<file path="config.mk">
export PLATFORM = sky130hd
export DESIGN_NAME = prog_loader_r0
export DESIGN_NICKNAME = d
export VERILOG_FILES = /design/src/rtl/prog_loader_r0.sv
export SDC_FILE = /design/constraint.sdc
export NUM_CORES = 1
export LEC_CHECK = 0
export BUFFER_PORTS_ARGS = -buffer_cell sky130_fd_sc_hd__clkbuf_2
export CAP_MARGIN = 20
export CORE_UTILIZATION = 53
export CTS_BUF_LIST = sky130_fd_sc_hd__clkbuf_4 sky130_fd_sc_hd__clkbuf_8
export DETAILED_ROUTE_END_ITERATION = 10
export GPL_ROUTABILITY_DRIVEN = 0
export PLACE_DENSITY = 0.73
export SYNTH_ARGS = -nofsm -noshare
export SYNTH_HDL_FRONTEND = slang
export SYNTH_SLANG_ARGS = --single-unit
</file>
<file path="constraint.sdc">
create_clock -name clk -period 1.4 [get_ports clk]
set_input_delay 0.14 -clock clk [delete_from_list [all_inputs] [get_ports clk]]
set_output_delay 0.14 -clock clk [all_outputs]
set_load 0.1 [all_outputs]
</file>
<file path="src/rtl/prog_loader_r0.sv">
// Boot loader: takes a length-framed, XOR-checksummed byte stream, writes big-endian
// instruction words into program memory from address 0 and releases the core once verified.
module prog_loader_r0 #(
  parameter int BIT_WIDTH      = 32,
  parameter int MEM_ADDR_WIDTH = 6,
  parameter int LEN_WIDTH      = 16
) (
  input  logic                      clk,
  input  logic                      rst,
  input  logic                      start,
  input  logic                      in_valid,
  input  logic [7:0]                in_data,
  output logic                      in_ready,
  output logic                      mem_wr_en,
  output logic [MEM_ADDR_WIDTH-1:0] mem_wr_addr,
  output logic [BIT_WIDTH-1:0]      mem_wr_data,
  output logic                      core_hold,
  output logic                      done,
  output logic                      error
);

  typedef enum logic [2:0] {
    S_LEN_HI = 3'd0,
    S_LEN_LO = 3'd1,
    S_DATA   = 3'd2,
    S_CSUM   = 3'd3,
    S_DONE   = 3'd4,
    S_ERR    = 3'd5
  } state_t;

  localparam logic [31:0] MAX_WORDS = 32'(2 ** MEM_ADDR_WIDTH);

  state_t                    state_q, state_d;
  logic [LEN_WIDTH-9:0]      len_hi_q, len_hi_d;
  logic [MEM_ADDR_WIDTH-1:0] last_idx_q, last_idx_d;
  logic [MEM_ADDR_WIDTH-1:0] idx_q, idx_d;
  logic [1:0]                bcnt_q, bcnt_d;
  logic [BIT_WIDTH-9:0]      asm_q, asm_d;
  logic [7:0]                xor_q, xor_d;
  logic                      wr_en_q, wr_en_d;
  logic [MEM_ADDR_WIDTH-1:0] wr_addr_q, wr_addr_d;
  logic [BIT_WIDTH-1:0]      wr_data_q, wr_data_d;

  logic [LEN_WIDTH-1:0] len_new;
  logic                 accept;
  logic                 too_long;
  logic                 word_end;
  logic                 last_word;

  assign len_new   = {len_hi_q, in_data};
  assign too_long  = 32'(len_new) > MAX_WORDS;
  assign accept    = in_valid && in_ready;
  assign word_end  = (bcnt_q == 2'd3);
  assign last_word = (idx_q == last_idx_q);

  // State register
  always_ff @(posedge clk) begin
    if (!rst) state_q <= S_LEN_HI;
    else      state_q <= state_d;
  end

  // Next-state logic
  always_comb begin
    state_d = state_q;
    if (start) begin
      state_d = S_LEN_HI;
    end else if (accept) begin
      case (state_q)
        S_LEN_HI: state_d = S_LEN_LO;
        S_LEN_LO: begin
          if (len_new == '0)  state_d = S_CSUM;
          else if (too_long)  state_d = S_ERR;
          else                state_d = S_DATA;
        end
        S_DATA:   if (word_end && last_word) state_d = S_CSUM;
        S_CSUM:   state_d = (in_data == xor_q) ? S_DONE : S_ERR;
        default:  state_d = state_q;
      endcase
    end
  end

  // Output logic
  always_comb begin
    in_ready    = rst && !start &&
                  (state_q == S_LEN_HI || state_q == S_LEN_LO ||
                   state_q == S_DATA   || state_q == S_CSUM);
    core_hold   = (state_q != S_DONE);
    done        = (state_q == S_DONE);
    error       = (state_q == S_ERR);
    mem_wr_en   = wr_en_q;
    mem_wr_addr = wr_addr_q;
    mem_wr_data = wr_data_q;
  end

  always_ff @(posedge clk) begin
    if (!rst) begin
      len_hi_q   <= '0;
      last_idx_q <= '0;
      idx_q      <= '0;
      bcnt_q     <= '0;
      asm_q      <= '0;
      xor_q      <= '0;
      wr_en_q    <= 1'b0;
      wr_addr_q  <= '0;
      wr_data_q  <= '0;
    end else begin
      len_hi_q   <= len_hi_d;
      last_idx_q <= last_idx_d;
      idx_q      <= idx_d;
      bcnt_q     <= bcnt_d;
      asm_q      <= asm_d;
      xor_q      <= xor_d;
      wr_en_q    <= wr_en_d;
      wr_addr_q  <= wr_addr_d;
      wr_data_q  <= wr_data_d;
    end
  end

  // Word assembly, checksum and write-port registers; the index wraps only after a full-memory image
  always_comb begin
    len_hi_d   = len_hi_q;
    last_idx_d = last_idx_q;
    idx_d      = idx_q;
    bcnt_d     = bcnt_q;
    asm_d      = asm_q;
    xor_d      = xor_q;
    wr_en_d    = 1'b0;
    wr_addr_d  = wr_addr_q;
    wr_data_d  = wr_data_q;
    if (start) begin
      idx_d  = '0;
      bcnt_d = '0;
      xor_d  = '0;
    end else if (accept) begin
      case (state_q)
        S_LEN_HI: len_hi_d = in_data;
        S_LEN_LO: last_idx_d = len_new[MEM_ADDR_WIDTH-1:0] - MEM_ADDR_WIDTH'(1);
        S_DATA: begin
          xor_d = xor_q ^ in_data;
          if (word_end) begin
            wr_en_d   = 1'b1;
            wr_addr_d = idx_q;
            wr_data_d = {asm_q, in_data};
            idx_d     = idx_q + MEM_ADDR_WIDTH'(1);
            bcnt_d    = '0;
          end else begin
            asm_d  = {asm_q[BIT_WIDTH-17:0], in_data};
            bcnt_d = bcnt_q + 2'd1;
          end
        end
        default: ;
      endcase
    end
  end

endmodule

</file>
### Yosys cells after proc, flatten, opt, wreduce, memory -nomap -nowiden

Index checks and enable logic that the tools add are counted.

* bits in writable memories: 0
* bits in read-only memories: 0
* memories: 0
* logic and storage cells: 57
* register bits: 96
* bits in latches: 0

* reductions and logical operators: 20
* shift operators: 0
* bitwise logic cells: 6
* $add $sub $neg: 3
* $mul: 0
* divide/modulo/power cells: 0
* eq/ne operators: 10
* mux-type cells: 7
* $lt $le $gt $ge: 1

Operator list (number)
* > comparator 16 x 7 -> 1 bit (second input constant): 1
* logical NOT 16 bit: 1
* one-hot mux 3 bit (4 select lines): 1
* AND reduction 3 bit: 4
* two-way mux 3 bit: 3
* equality test 8 bit: 1
* AND reduction 4 bit: 2
* bitwise XOR 8 bit: 1
* adder 6 x 1 -> 6 bit (second input constant): 1
* equality test 3 x 2 -> 1 bit (second input constant): 2
* equality test 3 bit (second input constant): 2
* equality test 6 bit: 1
* subtractor 6 x 1 -> 6 bit (second input constant): 1
* inverter 1 bit: 5
* logical AND 1 bit: 4
* nonzero test 4 bit: 1
* OR reduction 4 bit: 1
* equality test 3 x 1 -> 1 bit (second input constant): 1
* logical NOT 3 bit: 1
* logical OR 1 bit: 3
* inequality test 3 bit (second input constant): 1
* adder 2 x 1 -> 2 bit (second input constant): 1
* equality test 2 bit (second input constant): 1
* two-way mux 1 bit: 2
* other kinds (5): 5

### Depth between registers and ports, before layout

* depth in word-level cells: 8
* gate-level depth with buffers: 7
* mapped depth without buffers: 7

### Worst setup path before layout

No wires, ideal clock.

* path kind: register -> output
* start point: reg state_q[0]
* end point: out done
* arrival time: 2.246 ns
* stages on the path, launching flop included: 4
* path slack: -0.986 ns
* path buffers: 0
* path through: dfxtp_1 -> nor2_1 -> nand2_1 -> inv_1

* word-level cells in the longest chain between the ends: 1

Ends and longest elaborated chain
* from (decl): RTL line 33 `state_t state_q, state_d;`
* from (signal assigned): RTL line 59 `else state_q <= state_d;`
* equality test 3 bit: RTL line 88 `done = (state_q == S_DONE);`
* to (decl): RTL line 18 `output logic done,`

No other way between the ends.

### Worst setup path in the final report

* start point: reg state_q[0]
* end point: reg asm_q[6]

* word-level cells in the longest chain between the ends: 7
* elaborated cells on any way between the ends: 10

Ends and longest elaborated chain
* equality test 3 x 1 -> 1 bit / logical NOT 3 bit (equally long branches): RTL line 85 `(state_q == S_LEN_HI || state_q == S_LEN_LO ||`
* logical OR 1 bit (2 in series): RTL line 85
* logical OR 1 bit: RTL line 86 `state_q == S_DATA || state_q == S_CSUM);`
* logical AND 1 bit: RTL line 84 `in_ready = rst && !start &&`
* logical AND 1 bit: RTL line 52 `assign accept = in_valid && in_ready;`
* AND reduction 4 bit (no source line) *
* to (signal assigned): RTL line 111 `asm_q <= asm_d;`
* to (decl): RTL line 38 `logic [BIT_WIDTH-9:0] asm_q, asm_d;`

Every way passes the cells marked *; elsewhere a longest branch is shown, timed or not.
A chain may end at the register's enable or synchronous reset.

==> impl_metrics.env <==
export IMPL_rsz0062_at_grt="yes"
export IMPL_criticalPathCategory="flop to flop"
export IMPL_seq_area_frac_synth_pct=48.0
export IMPL_drive_gt1_share_pct=28.1
export IMPL_hold_class="input pin to flop"
export IMPL_grtUsageTotal_pct=24.6
export IMPL_synthTopCellsByArea="dfxtp_1, nand2_1, a21boi_1"
export IMPL_synth_simple_area_share_pct=22.0
export IMPL_skew_ns=0.0100
export IMPL_synth_fp_nets=480
export IMPL_p_sw_w=0.00115
export IMPL_die_area_um2=7910
export IMPL_async_flop_share_pct=0
export IMPL_worstPathArrival_ns=1.80
export IMPL_antenna_left=0
export IMPL_drv_cap=0
export IMPL_post_drt_wl_per_cell_um=14.5
export IMPL_hp_start="in_data[7]"
export IMPL_cts_buffers=9
export IMPL_internal_power_w=0.00377
export IMPL_dr_first_iter_drc_count=153
export IMPL_dp_hpwl_um=5930
export IMPL_cp_slowest_cell="dfxtp_4"
export IMPL_seqPwrFrac_pct=55.8
export IMPL_synth_edf_count=0
export IMPL_synthDistinctLibCells=37
export IMPL_synth_ff_type="dfxtp_1"
export IMPL_synth_top_cell_area_share_pct=48.0
export IMPL_worst_ep_required_time_ns=1.69
export IMPL_drt_wl_total_um=9450
export IMPL_cts_buffer_depth=2
export IMPL_port_buffers=54
export IMPL_gr_total_overflow=0
export IMPL_synthCells=464
export IMPL_start_util_pct=54.9
export IMPL_synthXorXnorAreaFrac_pct=7.00
export IMPL_rr_startpoint="state_q[0]"
export IMPL_clk_latency_ns=0.37
export IMPL_layout_commonest_cell="nand2_1"
export IMPL_num_vias=3404
export IMPL_diodes=0
export IMPL_critPathMaxFanout=12
export IMPL_postLayoutCoreUtil_pct=70.5
export IMPL_synth_top_family_by_area="simple AND/OR/NAND/NOR gates"
export IMPL_final_cell_mix="nand2_1, dfxtp_1, a21boi_1"
export IMPL_grt_pass1_wl_um=14700
export IMPL_synth_seq_cells=96
export IMPL_violations="negative setup slack"
export IMPL_htreeDepth=3
export IMPL_postPlaceCellArea_um2=4630
export IMPL_power_share_clock_pct=38.8
export IMPL_max_vdd_ir_drop_uv=680
export IMPL_synth_top_area_cell="dfxtp_1"
export IMPL_drv_slew=0
export IMPL_cts_tree="done"
export IMPL_clockRootBuffer="clkbuf_8"
export IMPL_hold_path_end="mem_wr_data[7]"
export IMPL_fin_crit_sh_pct=108
export IMPL_period_minus_slack_ns=1.51
export IMPL_leakagePower_nw=2.07
export IMPL_worst_slew_pin_slew_ns=0.556
export IMPL_viasPerCell=5.20
export IMPL_fin_nets=566
export IMPL_path_clk_slew_ns=0.10
export IMPL_status="complete, but fails checks"
export IMPL_drt_drc_violations_left=0
export IMPL_setup_violations=58
export IMPL_antenna_found_initial=0
export IMPL_grt_max_degree=57
export IMPL_area_growth_pct=28.4
export IMPL_p_per_area_nw_per_um2=955
export IMPL_synthAdderAreaFrac_pct=1.25
export IMPL_p_comb_share_pct=5.4
export IMPL_first_global_vias=3030
export IMPL_power_share_switching_pct=23.3
export IMPL_rrSetupSlack_ns=-0.11
export IMPL_hold_depth=3
export IMPL_startpoint_type="flop"
export IMPL_clock_fmax_mhz=663
export IMPL_die_y_um=88.9
export IMPL_end_kind="flop"
export IMPL_postLayoutCellArea_um2=5140
export IMPL_die_w_um=88.9
export IMPL_synthesis_area_um2=4000
export IMPL_synthMuxAreaShare_pct=0.781
export IMPL_worstPathCellList="nor3b_4 -> and3_4 -> and2b_2 -> buf_12 -> nand2_1 -> a21boi_1"
export IMPL_syn_avg_cell_area_um2=8.63
export IMPL_ys_warn_count=0
export IMPL_layout_setup_ws_ns=-0.109
export IMPL_rows=31
export IMPL_relSlewSlack_pct=63.1
export IMPL_rr_endpoint="asm_q[6]"
export IMPL_cts_sinks=96
export IMPL_critPathMaxStageDelay_ns=0.37
export IMPL_hold_viol=0
export IMPL_rr_worst_depth=6
export IMPL_core_area_um2=7290
export IMPL_dr_pass1_iters=4
export IMPL_synth_compound_area_share_pct=15.8
export IMPL_pin_count=55
-- worst max-delay path by stage --
stage / start / end / slack, ns / cells after the start
3_5_place_dp: last_idx_q[4] / state_q[0] / -0.07 / 5
4_1_cts: state_q[0] / error / -0.06 / 4
6_report: state_q[0] / asm_q[6] / -0.11 / 6
5_1_grt: state_q[0] / asm_q[17] / -0.21 / 6
3_3_place_gp: in_data[2] / state_q[0] / -0.0008 / 6
2_1_floorplan: state_q[0] / done / -0.08 / 3
-- power by group through the flow --
stage / logic, W / registers (W) / clock network, W
final: 0.000264 / 0.00274 / 0.00191
after global routing: 0.000282 / 0.00274 / 0.00203
after CTS: 0.000247 / 0.00274 / 0.00192
after detailed placement: 0.000241 / 0.00281 / 0
after global placement: 0.000238 / 0.00281 / 0
after floorplan: 0.000155 / 0.00281 / 0
-- critical path, delay by kind of cell, from the launching register on --
kind            cells  cell delay [ns]
simple gates        4             0.77
flops               1             0.37
buf+inv             1             0.15
compound gates      1             0.15
-- cell usage after synthesis (all sizes together) (4+ instances only) --
master	count
a21boi	70
xnor2	10
nor2	19
nand4	4
xor2	22
clkbuf	14
nand2	155
nand3	11
ha	4
dfxtp	96
buf	20
o211a	6
-- sequential cells by signal (all words and copies together) (netlist names) --
name         flops
state_q          3
mem_wr_addr      6
mem_wr_en        1
idx_q            6
last_idx_q       6
asm_q           24
len_hi_q         8
xor_q            8
bcnt_q           2
mem_wr_data     32
-- layout make-up --
type | instances | area, um^2
Tap cell | 99 | 124
Sequential cell | 96 | 1930
Inverter | 4 | 31.3
Timing Repair inverter | 1 | 8.76
Clock buffer | 11 | 145
Timing Repair Buffer | 108 | 850
Clock inverter | 5 | 65.1
Fill cell | 593 | 2150
Multi-Input combinational cell | 330 | 1990
-- kinds of logic after synthesis --
logic type	Yosys count
and+or+nand+nor	208
buffers and inverters	38
muxes	3
DFF	96
xor gates and xnor gates	32
AOI/OAI and AO/OA	83
adders and majority gates	4
-- through the flow --
stage          power [W]  setup slack (ns)   TNS [ns]  std cells  hold WS, ns
5_1_grt          0.00505            -0.211     -10.36        654        0.108
2_1_floorplan    0.00296           -0.0849     -0.757        464        0.275
3_3_place_gp     0.00304         -0.000799  -0.000799        624        0.442
3_5_place_dp     0.00305           -0.0745      -1.12        624        0.446
6_report         0.00491            -0.109      -2.72        654       0.0966
4_1_cts          0.00491           -0.0610     -0.579        648       0.0801
-- per-layer routing --
layer	part of all wire (%)	track usage, %	up-vias
li1	-	-	1687
met1	44	33.6	1599
met2	47	38.5	96
met3	5.9	4.52	22
met4	2.8	9.82	0
met5	0	0	-
-- repair_timing --
action,CTS,global route
cloned,3,1
setup endpoints to repair,53,88
hold buffers,0,0
pin swaps,7,10
endpoints found under the hold margin,0,0
buffers inserted,6,5
gates resized for setup,21,23
Note: power is estimated with default switching activity, not from simulation.
